### config.mk
export PLATFORM = sky130hd
export DESIGN_NAME = reg_file
export DESIGN_NICKNAME = d
export VERILOG_FILES = /design/src/rtl/reg_file.sv
export SDC_FILE = /design/constraint.sdc
export NUM_CORES = 2
export LEC_CHECK = 0
export ABC_AREA = 1
export BUFFER_PORTS_ARGS = -buffer_cell sky130_fd_sc_hd__buf_4
export CAP_MARGIN = 25
export CORE_MARGIN = 5
export CORE_UTILIZATION = 40
export DETAILED_ROUTE_END_ITERATION = 7
export HOLD_SLACK_MARGIN = 0.02
export RECOVER_POWER = 25
export SLEW_MARGIN = 15
export SYNTH_ARGS = -nofsm -noshare
export SYNTH_HDL_FRONTEND = slang
export SYNTH_SLANG_ARGS = --single-unit
### constraint.sdc
create_clock -name clk -period 4.8 [get_ports clk]
set_clock_uncertainty 0.05 [all_clocks]
set_input_delay 0 -clock clk [delete_from_list [all_inputs] [get_ports clk]]
set_output_delay 0 -clock clk [all_outputs]
set_load 0.1 [all_outputs]
### src/rtl/reg_file.sv
// reg_file: MIPS general-purpose register file.
// Two combinational read ports (rs -> ALU srca, rt -> srcb/store data) and one
// synchronous write port fed by writeback. Register $0 always reads zero.
// wr_count counts committed writes (wraps at 16 bits) for debug/perf.
// Optional feature macro: REGFILE_BYPASS_EN -- write-through bypass so a read
// of the index being written in the same cycle returns wd3 instead of the old
// value. Without it, same-cycle reads return the old contents.
// reset is synchronous, active-high, and has priority over we3.

module reg_file #(
    parameter int DATA_W = 32,
    parameter int ADDR_W = 5
) (
    input  logic              clk,
    input  logic              reset,
    input  logic [ADDR_W-1:0] a1,
    input  logic [ADDR_W-1:0] a2,
    input  logic [ADDR_W-1:0] a3,
    input  logic              we3,
    input  logic [DATA_W-1:0] wd3,
    output logic [DATA_W-1:0] rd1,
    output logic [DATA_W-1:0] rd2,
    output logic [15:0]       wr_count
);

    localparam int DEPTH = 2 ** ADDR_W;

    logic [DATA_W-1:0] mem [DEPTH];
    logic              commit;

    // A write commits only outside reset and never to $0.
    assign commit = we3 && !reset && (a3 != '0);

    // Storage update: reset clears every entry, otherwise commit the write.
    always_ff @(posedge clk) begin
        if (reset) begin
            for (int i = 0; i < DEPTH; i++) begin
                mem[i] <= '0;
            end
        end else if (commit) begin
            mem[a3] <= wd3;
        end
    end

    // Committed-write counter, free-running wrap with no overflow flag.
    always_ff @(posedge clk) begin
        if (reset) begin
            wr_count <= '0;
        end else if (commit) begin
            wr_count <= wr_count + 16'd1;
        end
    end

    // Read port 1: zero during reset and for $0, optional same-cycle bypass.
    always_comb begin
        rd1 = '0;
        if (!reset && (a1 != '0)) begin
`ifdef REGFILE_BYPASS_EN
            if (commit && (a1 == a3)) begin
                rd1 = wd3;
            end else begin
                rd1 = mem[a1];
            end
`else
            rd1 = mem[a1];
`endif
        end
    end

    // Read port 2: same rules as port 1, indexed by a2.
    always_comb begin
        rd2 = '0;
        if (!reset && (a2 != '0)) begin
`ifdef REGFILE_BYPASS_EN
            if (commit && (a2 == a3)) begin
                rd2 = wd3;
            end else begin
                rd2 = mem[a2];
            end
`else
            rd2 = mem[a2];
`endif
        end
    end

endmodule

==> metrics.log <==
INFO  metric rsz_0062_raised_after_global_routing = no
INFO  metric cts.sink_count = between 1000 and 1500
INFO  metric fp.dieArea = roughly 0.15 mm²
INFO  metric netlist_instances = between 7000 and 8000
INFO  metric drt_iter0_markers = 7710
INFO  metric crit_path_cell_trace = dlygate4sd3_1 > clkbuf_1 > nor2_1 > dlygate4sd3_1 > nand2_1 > nand2_1 > clkinvlp_2 > nand3_1 > inv_2 > nand2_2 > nand2_2
INFO  metric whs_path_depth = 5
INFO  metric post-route-worst-setup-slack = around 0.95 ns
INFO  metric max_slew.worst_pin.slew = between 2 and 3 ns
INFO  metric max_freq = 260 MHz
INFO  metric portBuffers = 129
INFO  metric hold_crit_path_type = in -> reg
INFO  metric post_drt_via_cell_ratio = a little under 6
INFO  metric avgSynthCellArea = between 7 and 8 µm²
INFO  metric grt_max_degree = between 150 and 200
INFO  metric hold_slack = 0.172 ns
INFO  metric failed_checks = max-capacitance violations, max-slew violations
INFO  metric grt_pass1_wl = 329000 µm
INFO  metric gp_congestion = 0.967
INFO  metric synth-edff-count = 1024
INFO  metric synth_area = around 0.057 mm²
INFO  metric ys_warns = 0
INFO  metric post-synth-top-area-fraction = 0.543
INFO  metric fp.dieW = just under 400 µm
INFO  metric layout_common_cells = nand2_1 (2825), nand3_1 (1099), nor2_1 (1080)
INFO  metric power.combinational.fraction = 0.146
INFO  metric final_critical_period = between 3 and 4 ns
INFO  metric power_frac_seq = 0.466
INFO  metric dp_hpwl = approximately 140000 µm
INFO  metric synth.ff_latch_count = around 1000
INFO  metric postCtsResizedCells = 0
INFO  metric startpoint_class_of_the_critical_path = input pin
INFO  metric final_layout_size_suffix_gt1_frac = 0.0693
INFO  metric num-nets-final = 7096
INFO  metric critical_path.reg2reg.endpoint = wr_count[8]$_SDFFE_PP0P_
INFO  metric ys_async_sr_fraction = 0
INFO  metric p_per_area = between 300 and 400 mW/mm²
INFO  metric synthFlopType = edfxtp_1
INFO  metric drcViolationCount = 0
INFO  metric hold-path-endpoint = mem[2][9]$_SDFFCE_PN0P_
INFO  metric place.detailed.instances = about 8800
INFO  metric critical_path_arrival = 4.05 ns
INFO  metric totalNegativeSetupSlack = 0 ns
INFO  metric cp_slowest_stage_delay = 0.78 ns
INFO  metric worstRegToRegCells = 7
INFO  metric critical_path_buf_inv_count = 5
INFO  metric outcome = finished, violations left
INFO  metric clock_tree_from_tritoncts = yes
INFO  metric timing.max_slew.rel_slack = -0.751
INFO  metric final_period_util = 0.802
INFO  metric worst_path_dominant_cell_family = simple AND/OR/NAND/NOR gates
INFO  metric synth_cell_type_count = 25
INFO  metric synthDominantAreaCellType = edfxtp_1
INFO  metric finalWirelength = around 230000 µm
INFO  metric gr-total-overflow = 0
INFO  metric cts.root.buffer_cell = clkbuf_16
INFO  metric timing.max_cap.violations = 1
INFO  metric initial_antenna_violation_count = 2
INFO  metric cts_max_level = 3
INFO  metric grt.total_usage = 0.299
INFO  metric hold_start = a3[3]
INFO  metric power_leakage = 0.0260 µW
INFO  metric required = about 5.0 ns
INFO  metric crit_slowest_cell = nand2_2
INFO  metric power.ir.vdd_worst = around 260 µV
INFO  metric worst_setup_end_kind = register
INFO  metric critPathMaxFanout = 33
INFO  metric r2r_setup_slack = 2.97 ns
INFO  metric netSwitchingFraction = 0.293
INFO  metric rows = about 140
INFO  metric power.clock.fraction = 0.388
INFO  metric ctsLongestPathBuffers = 3
INFO  metric report.final.setup_viol = 0
INFO  metric area_growth = 11.2%
INFO  metric place_ws = between 1 and 1.5 ns
INFO  metric die_y = a little under 400 µm
INFO  metric skew_pair_late_insertion_delay = between 0.7 and 0.8 ns
INFO  metric clk_transition_reported_paths = roughly 0.060 ns
INFO  metric antenna_left = 0
INFO  metric switchingPower = 6770 µW
INFO  metric ios = between 100 and 150
INFO  metric drt-pass1-iter-count = 7
INFO  metric instances_no_fill = 9031
INFO  metric timing.final.max_slew_violations = 36
INFO  metric first_global_vias = about 48000
INFO  metric routed_wire_length_per_instance = ~25 µm
INFO  metric cts-buffers-inserted = ~110
INFO  metric routed-via-count = 52400
INFO  metric coreArea = 0.141 mm²
INFO  metric synth.top_cells.by_area = edfxtp_1 (54%), nand2_1 (19%), nand3_1 (9.7%)
INFO  metric p_int = between 15000 and 20000 µW
INFO  metric r2r_start = wr_count[0]$_SDFFE_PP0P_
INFO  metric layout.cells.most_common = nand2_1
INFO  metric final-hold-violation-count = 0
INFO  metric synth_sequential_area_ratio = 0.549
INFO  metric initial_utilization = 0.401
INFO  metric critical_path_class = in -> reg
## Yosys cell counts, drive strengths merged, types with 2 or more instances
cell / count
edfxtp: 1024
a21oi: 328
nor2: 1082
nor3: 11
nand2: 2871
nand4: 5
xor2: 4
o21ai: 64
buf: 214
nand3: 1099
inv: 98
clkinv: 2
clkbuf: 392
dfxtp: 16
## sequential cells by signal, indices dropped and copies added (netlist names)
| signal | cells |
|---|---|
| mem | 1024 |
| wr_count | 16 |
## repair_timing
item                       in CTS  in global routing
setup endpoints to repair       0                  0
hold buffers                   41                  0
hold endpoints to repair     1007                  0
setup buffers                   0                  0
## cells by family (layout without fill, tap and decap cells)
| kind of cell | count (synthesis) | after routing | synth area share |
|---|---|---|---|
| AND/OR/NAND/NOR | 5068 | 5068 | 0.363 |
| flip-flops | 1040 | 1040 | 0.549 |
| AO/OA/AOI/OAI | 393 | 393 | 0.0348 |
| XOR/XNOR | 4 | 4 | 0.000619 |
| buffers and inverters | 706 | 602 | 0.0519 |
| adder cells (fa/ha/maj) | 1 | 1 | 0.000221 |
| other | 1 | 33 | 0.0000663 |
## how the worst max path moves through the flow
stage | from | end | cells past startpoint
finish | a3[0] | mem[18][5]$_SDFFCE_PN0P_ | 11
global route | a3[0] | mem[18][5]$_SDFFCE_PN0P_ | 11
CTS | a3[0] | mem[18][5]$_SDFFCE_PN0P_ | 11
detailed placement | a3[4] | mem[18][25]$_SDFFCE_PN0P_ | 9
global placement | a3[4] | mem[27][26]$_SDFFCE_PN0P_ | 9
floorplan | a2[3] | rd2[15] | 8
## worst register-to-register path: stages (launching register included)
cell	delay, ns
dfxtp_1	0.41
ha_1	0.22
inv_1	0.06
nor3_1	0.42
nand2_1	0.15
xor2_1	0.17
nand2_1	0.05
a21oi_1	0.07
## through the flow
| step | util | area [µm²] | total power, µW |
|---|---|---|---|
| finish | 0.446 | 62900 | 23100 |
| global route | 0.446 | 62900 | 23700 |
| CTS | 0.447 | 63000 | 23100 |
| detailed placement | 0.417 | 58900 | 14200 |
| global placement | 0.417 | 58800 | 14200 |
| floorplan | - | 56700 | 12900 |
## per-layer routing
metal	vias to the layer above	GRT usage	part of all wire
met5	-	0	0.000057
met4	2	0.137	0.053
met3	567	0.0825	0.13
met2	3743	0.439	0.43
met1	24800	0.412	0.39
li1	23300	-	-
## power by group through the flow
stage,clock [µW],combinational [µW],sequential (µW)
floorplan,0,2040,10900
global placement,0,3240,10900
detailed placement,0,3260,10900
CTS,9010,3300,10800
global route,9370,3560,10800
finish,8970,3380,10800
## area by class of cell
cell class | instances | area [µm²]
diodes | 1 | 2.50
clock buffers | 136 | 2980
clock inverters | 75 | 741
fillers | 13700 | 78200
inverters | 100 | 407
multi-input cells | 5498 | 22800
flip-flops and latches | 1040 | 31100
well taps | 1890 | 2360
repair buffers | 291 | 2580
Power figures use the tool's default switching activity.
